[config.mk]
export PLATFORM = sky130hd
export DESIGN_NAME = battleship_grid
export DESIGN_NICKNAME = d
export VERILOG_FILES = /design/src/rtl/battleship_grid.sv
export SDC_FILE = /design/constraint.sdc
export NUM_CORES = 1
export LEC_CHECK = 0
export BUFFER_PORTS_ARGS = -buffer_cell sky130_fd_sc_hd__buf_2
export CAP_MARGIN = 20
export CORE_MARGIN = 5
export CORE_UTILIZATION = 56
export CTS_BUF_LIST = sky130_fd_sc_hd__clkbuf_4
export CTS_CLUSTER_DIAMETER = 30
export DETAILED_ROUTE_END_ITERATION = 12
export GPL_TIMING_DRIVEN = 0
export PLACE_DENSITY_LB_ADDON = 0.15
export SLEW_MARGIN = 25
export SYNTH_ARGS = -nofsm -noshare
export SYNTH_HDL_FRONTEND = slang
export SYNTH_SLANG_ARGS = --single-unit
[constraint.sdc]
create_clock -name clk_clk -period 12.66 [get_ports clk_clk]
set_input_delay 2.532 -clock clk_clk [delete_from_list [all_inputs] [get_ports clk_clk]]
set_output_delay 2.532 -clock clk_clk [all_outputs]
set_load 0.05 [all_outputs]
[src/rtl/battleship_grid.sv]
// Battleship game-state engine: ship layout, incoming/outgoing shot planes,
// ready/valid shot resolution and a count of ship cells still afloat.
module battleship_grid #(
  parameter int ROWS = 8,
  parameter int COLS = 8,
  localparam int RW = $clog2(ROWS),
  localparam int CW = $clog2(COLS),
  localparam int NW = $clog2(ROWS * COLS + 1)
) (
  input  logic            clk_clk,
  input  logic            reset_reset,
  input  logic            clear,
  input  logic            wr_en,
  input  logic [RW-1:0]   wr_row,
  input  logic [COLS-1:0] wr_data,
  input  logic            arm,
  input  logic            shot_valid,
  input  logic [RW-1:0]   shot_row,
  input  logic [CW-1:0]   shot_col,
  output logic            shot_ready,
  output logic            res_valid,
  output logic            res_hit,
  output logic            res_repeat,
  output logic            res_err,
  input  logic            mark_valid,
  input  logic [RW-1:0]   mark_row,
  input  logic [CW-1:0]   mark_col,
  input  logic            mark_hit,
  input  logic [RW-1:0]   rd_row,
  output logic [COLS-1:0] rd_ship,
  output logic [COLS-1:0] rd_inc,
  output logic [COLS-1:0] rd_fired,
  output logic [COLS-1:0] rd_hitmark,
  output logic [NW-1:0]   remaining,
  output logic            all_sunk,
  output logic [1:0]      state_export
);

  typedef enum logic [2:0] {
    S_SETUP,
    S_COUNT,
    S_PLAY,
    S_RESOLVE,
    S_DONE
  } state_t;

  localparam logic [RW:0] ROWS_L = (RW + 1)'(ROWS);
  localparam logic [CW:0] COLS_L = (CW + 1)'(COLS);
  localparam logic [RW-1:0] LAST_ROW = RW'(ROWS - 1);

  state_t state, state_n;

  logic [COLS-1:0] ship    [ROWS];
  logic [COLS-1:0] inc_pl  [ROWS];
  logic [COLS-1:0] fired   [ROWS];
  logic [COLS-1:0] hitmark [ROWS];

  logic [RW-1:0] cnt_idx;
  logic [RW-1:0] sh_r;
  logic [CW-1:0] sh_c;

  logic [NW-1:0] rem_sum;
  logic [NW-1:0] rem_after;
  logic          shot_acc;
  logic          sh_oob;
  logic          sh_ship;
  logic          sh_inc;
  logic          fresh_hit;
  logic          wr_ok;
  logic          mark_ok;
  logic          rd_ok;

  function automatic logic [NW-1:0] popcount(input logic [COLS-1:0] v);
    logic [NW-1:0] s;
    s = '0;
    for (int i = 0; i < COLS; i++) s = s + NW'(v[i]);
    return s;
  endfunction

  assign shot_ready = (state == S_PLAY);
  assign shot_acc   = shot_valid && shot_ready;
  assign all_sunk   = (state == S_DONE);

  // Shot coordinates are range-checked before any plane lookup is trusted.
  assign sh_oob    = ({1'b0, sh_r} >= ROWS_L) || ({1'b0, sh_c} >= COLS_L);
  assign sh_ship   = !sh_oob && ship[sh_r][sh_c];
  assign sh_inc    = !sh_oob && inc_pl[sh_r][sh_c];
  assign fresh_hit = sh_ship && !sh_inc && (remaining != '0);
  assign rem_after = fresh_hit ? remaining - 1'b1 : remaining;
  assign rem_sum   = remaining + popcount(ship[cnt_idx]);

  assign wr_ok   = wr_en && ({1'b0, wr_row} < ROWS_L);
  assign mark_ok = mark_valid
                && (state == S_PLAY || state == S_RESOLVE || state == S_DONE)
                && ({1'b0, mark_row} < ROWS_L) && ({1'b0, mark_col} < COLS_L);
  assign rd_ok   = ({1'b0, rd_row} < ROWS_L);

  // NOTE: every always_comb output gets a default first so no path leaves it
  // unassigned; that is what keeps this block from inferring latches.
  always_comb begin
    state_n      = state;
    state_export = 2'd0;
    case (state)
      S_SETUP: begin
        state_export = 2'd0;
        if (arm) state_n = S_COUNT;
      end
      S_COUNT: begin
        state_export = 2'd1;
        if (cnt_idx == LAST_ROW) state_n = (rem_sum != '0) ? S_PLAY : S_DONE;
      end
      S_PLAY: begin
        state_export = 2'd2;
        if (shot_acc) state_n = S_RESOLVE;
      end
      S_RESOLVE: begin
        state_export = 2'd2;
        state_n      = (rem_after == '0) ? S_DONE : S_PLAY;
      end
      S_DONE: begin
        state_export = 2'd3;
      end
      default: state_n = S_SETUP;
    endcase
    if (clear) state_n = S_SETUP;
  end

  // NOTE: state is updated with non-blocking assignments so every register in
  // this block sees pre-edge values regardless of statement order.
  // NOTE: the planes are flop arrays, not RAM; they must be zeroed by reset and
  // by clear, so they live in the reset branch alongside the control state.
  always_ff @(posedge clk_clk or posedge reset_reset) begin
    if (reset_reset) begin
      state      <= S_SETUP;
      cnt_idx    <= '0;
      sh_r       <= '0;
      sh_c       <= '0;
      remaining  <= '0;
      res_valid  <= 1'b0;
      res_hit    <= 1'b0;
      res_repeat <= 1'b0;
      res_err    <= 1'b0;
      for (int i = 0; i < ROWS; i++) begin
        ship[i]    <= '0;
        inc_pl[i]  <= '0;
        fired[i]   <= '0;
        hitmark[i] <= '0;
      end
    end else begin
      state     <= state_n;
      res_valid <= 1'b0;
      if (clear) begin
        cnt_idx   <= '0;
        remaining <= '0;
        for (int i = 0; i < ROWS; i++) begin
          ship[i]    <= '0;
          inc_pl[i]  <= '0;
          fired[i]   <= '0;
          hitmark[i] <= '0;
        end
      end else begin
        case (state)
          S_SETUP: begin
            if (wr_ok) ship[wr_row] <= wr_data;
            if (arm) begin
              cnt_idx   <= '0;
              remaining <= '0;
            end
          end
          S_COUNT: begin
            remaining <= rem_sum;
            cnt_idx   <= cnt_idx + 1'b1;
          end
          S_PLAY: begin
            if (shot_acc) begin
              sh_r <= shot_row;
              sh_c <= shot_col;
            end
          end
          S_RESOLVE: begin
            res_valid  <= 1'b1;
            res_err    <= sh_oob;
            res_repeat <= sh_inc;
            res_hit    <= sh_ship;
            remaining  <= rem_after;
            if (!sh_oob && !sh_inc) inc_pl[sh_r][sh_c] <= 1'b1;
          end
          default: ;
        endcase
        // Our own shot log is independent of incoming-shot resolution.
        if (mark_ok) begin
          fired[mark_row][mark_col] <= 1'b1;
          if (mark_hit) hitmark[mark_row][mark_col] <= 1'b1;
        end
      end
    end
  end

  always_ff @(posedge clk_clk or posedge reset_reset) begin
    if (reset_reset) begin
      rd_ship    <= '0;
      rd_inc     <= '0;
      rd_fired   <= '0;
      rd_hitmark <= '0;
    end else if (rd_ok) begin
      rd_ship    <= ship[rd_row];
      rd_inc     <= inc_pl[rd_row];
      rd_fired   <= fired[rd_row];
      rd_hitmark <= hitmark[rd_row];
    end else begin
      rd_ship    <= '0;
      rd_inc     <= '0;
      rd_fired   <= '0;
      rd_hitmark <= '0;
    end
  end

endmodule

==> metrics.md <==
| Metric | Value |
|---|---|
| Outcome | completed |
| I/O Buffers | 60 |
| Via-to-Cell Ratio | 6.21 |
| Pleak | 8.28 nW |
| Layout Cells excl Fill | 2014 |
| Mapped Area | 0.0156 mm2 |
| Max Cap Viol | 0 |
| CTS-repair resized insts | 0 |
| Worst r2r path cells | 18 |
| Skew-Pair Late Insertion Delay | 0.73 ns |
| Most frequent cells in the layout | dfrtp_1, nor2_1, a21oi_1 |
| Post-place instance area | 0.0166 mm2 |
| Grt total ovfl | 0 |
| Gate Count Post-Synth | 1428 |
| Cell total after placement | 1872 |
| Root Buffer Master | clkbuf_4 |
| Yosys top cell area share | 49.6% |
| Area growth syn-to-layout | 12.6% |
| Area of the core | 0.0277 mm2 |
| H-tree levels | 3 |
| RSZ-0062 raised after global routing | false |
| Crit-path max FO | 10 |
| Total wire length | 45.0 mm |
| # IOs | 81 |
| Pre-CTS setup slack | 6.18 ns |
| Total Routing Usage GR | 28.9% |
| Switching Power | 529 uW |
| Most common cell after layout, fill and taps aside | dfrtp_1 |
| Worst min-delay path startpoint | hitmark[34]$_DFFE_PP0P_ |
| Postcts setup bufs | 0 |
| Post-DP HPWL | 29.7 mm |
| Worst endpoint data arrival time | 7.14 ns |
| Finished Cell Area | 0.0176 mm2 |
| Worst EP required | 13.31 ns |
| Internal power | 1.47 mW |
| CP max stage delay | 0.79 ns |
| Maximum VDD drop | 0.0000551 V |
| Leading area contributor after synthesis | dfrtp_1 |
| Pwr/cell area | 114 mW/mm2 |
| Worst Hold Endpoint | hitmark[34]$_DFFE_PP0P_ |
| Final core occ | 63.6% |
| Critical path class | reg -> reg |
| Starting DRC count in detailed routing | 1603 |
| Die Wd | 177 um |
| Initial Utilization | 56.5% |
| CTS tree | yes |
| Gate power share | 6.8% |
| Ys async rst share | 100% |
| Global-route wire length before repair | 70.1 mm |
| Setup ws final | 6.17 ns |
| Register area share after synthesis | 49.6% |
| Yosys warns | 0 |
| Worst slew margin | 29.1% |
| # DRC | 0 |
| Cell Rows | 61 |
| Flops & latches, synth | 310 |
| DRT antenna net count | 0 |
| Worst setup EP type | flop |
| CTS Buf Count | 85 |
| Max Fclk | 154 MHz |
| Clock Sinks | 310 |
| Vias in the first global route | 12500 |
| Prevailing post-synth register cell | dfrtp_1 |
| Synth area leaders | dfrtp_1, mux4_2, nor2_1 |
| Reg-to-reg endpoint | state[2]$_DFFE_PP0P_ |
| Sw frac | 26.4% |
| DRT Pass-1 Iters | 5 |
| Cell Chain, Critical Path | clkbuf_1, buf_1, mux4_2, mux2i_1, fa_1, fa_1, fa_1, fa_1, inv_1, fa_1, nand2_1, nand2_1, a21oi_1, a211oi_1, a2111oi_0, a21boi_0, nor3_1, a31o_1 |
| Post-synthesis cell type count | 67 |
| Total number of vias | 12500 |
| Initial antenna violation count | 2 |
| CTS Hold Bufs | 0 |
| Global placement routability congestion | 0.907 |
| Die Y | 177 um |
| Actual transition at the worst max-transition pin | 1.06 ns |
| Clock network fraction of design power | 43.2% |
| # nets final | 1630 |
| Post-synth EDFFs | 0 |
| Largest net degree at the start of global routing | 99 |
| Die area | 0.0314 mm2 |
| Share of layout cells above drive strength 1 | 22.3% |
| Most frequent cell on the critical path | fa_1 |
| Min cycle time layout | 6.49 ns |
| Final Setup Violations | 0 |
| Worst R2R Start | cnt_idx[0]$_DFFE_PP0P_ |
| Final-report hold violation count | 0 |
| CTS Buffer Depth | 3 |
| CP startpoint kind | flop |
| Total chip power | 2.00 mW |
| Mean Syn Cell Area | 11.0 um2 |
| Slowest cell on crit path | buf_1 |
| Worst-case clock skew | 0.0805 ns |
| Final worst-path cycle share | 51.3% |
| Clk slew on worst S/H paths | 0.07 ns |
| Flop pwr share | 50.0% |
| Hold Crit Class | reg -> reg |
| Syn nets | 1477 |
| Hold path depth | 2 |
| Routed WL per cell | 22.3 um |
| Slew Viols, Final | 0 |
| Flop2flop setup slack | 6.17 ns |
## power by group through the flow
stage / clock network (mW) / registers, mW / logic, mW
2_1_floorplan: 0 / 1.02 / 0.0862
3_3_place_gp: 0 / 1.02 / 0.130
3_5_place_dp: 0 / 1.02 / 0.136
4_1_cts: 0.877 / 1.00 / 0.137
5_1_grt: 0.928 / 1.00 / 0.148
6_report: 0.865 / 1.00 / 0.136
## sequential cells by signal (all words and copies together) (netlist names)
register	flops
cnt_idx	3
fired	64
hitmark	64
inc_pl	64
rd_fired	8
rd_hitmark	8
rd_inc	8
rd_ship	8
remaining	7
res_hit	1
res_repeat	1
res_valid	1
sh_c	3
sh_r	3
ship	64
state	3
## per-stage QoR
| stage | setup TNS (ns) | hold WS [ns] |
|---|---|---|
| 5_1_grt | 0 | 0.507 |
| 2_1_floorplan | 0 | 0.457 |
| 3_5_place_dp | 0 | 0.481 |
| 3_3_place_gp | -569.27 | 0.471 |
| 6_report | 0 | 0.491 |
| 4_1_cts | 0 | 0.496 |
## layer usage
metal | global-route usage [%] | routed length, um | vias to the layer above
met3 | 6.32 | 4860 | 135
li1 | - | - | 5455
met2 | 43.4 | 20400 | 716
met1 | 41.6 | 18300 | 6211
met5 | 0 | 0 | -
met4 | 11.1 | 1440 | 0
## Yosys cell counts, types with 3 or more instances
library cell	count
buf_2	11
fa_1	5
mux2_2	43
mux4_2	85
mux2i_1	101
nor2_1	294
nand2_1	26
o22ai_1	8
inv_1	18
dfrtp_1	310
nor3_1	14
buf_6	3
a221oi_1	10
clkbuf_1	90
o21ai_0	15
nor2b_1	7
buf_1	21
xnor2_1	3
nand3b_1	6
nand2b_1	10
a21oi_1	210
nor3b_1	12
buf_4	3
nand3_1	11
and2_1	4
a22oi_1	8
a32o_1	3
and3b_1	6
ha_1	10
a31oi_1	7
and3_1	19
a22o_1	9
## critical path, delay by kind of cell (launching register included)
kind,cells,cell delay [ns]
AO/OA/AOI/OAI,5,1.46
adder cells (fa/ha/maj),5,2.09
buffers and inverters,3,1.44
flip-flops,1,0.35
multiplexers,2,0.84
AND/OR/NAND/NOR,3,0.31
## worst max path at each step
| stage | from | to | slack (ns) | depth (start not counted) |
|---|---|---|---|---|
| 3_5_place_dp | cnt_idx[0]$_DFFE_PP0P_ | state[2]$_DFFE_PP0P_ | 6.18 | 18 |
| 5_1_grt | cnt_idx[0]$_DFFE_PP0P_ | state[2]$_DFFE_PP0P_ | 5.60 | 18 |
| 6_report | cnt_idx[0]$_DFFE_PP0P_ | state[2]$_DFFE_PP0P_ | 6.17 | 18 |
| 3_3_place_gp | reset_reset | ship[56]$_DFFE_PP0P_ | -1.85 | 2 |
| 4_1_cts | cnt_idx[0]$_DFFE_PP0P_ | state[2]$_DFFE_PP0P_ | 6.18 | 18 |
| 2_1_floorplan | reset_reset | cnt_idx[0]$_DFFE_PP0P_ | 1.56 | 1 |
## final cells by class
class	count	area, um2
Antenna cell	2	5.00
Buffer	128	533
Clock buffer	114	856
Clock inverter	26	144
Fill cell	2341	10100
Inverter	18	75.1
Multi-Input combinational cell	972	7370
Sequential cell	310	7760
Tap cell	378	473
Timing Repair Buffer	66	409
## cell families (layout without fill, tap and decap cells)
family,after synthesis,count (layout),synth area share (%)
buffers and inverters,146,352,3.81
DFF,310,310,49.6
other,1,3,0.0240
and+or+nand+nor,428,428,12.2
adders and majority gates,15,15,1.44
AOI/OAI and AO/OA,295,295,10.9
xor gates and xnor gates,3,3,0.168
muxes,230,230,21.9
Power figures use the tool's default switching activity.
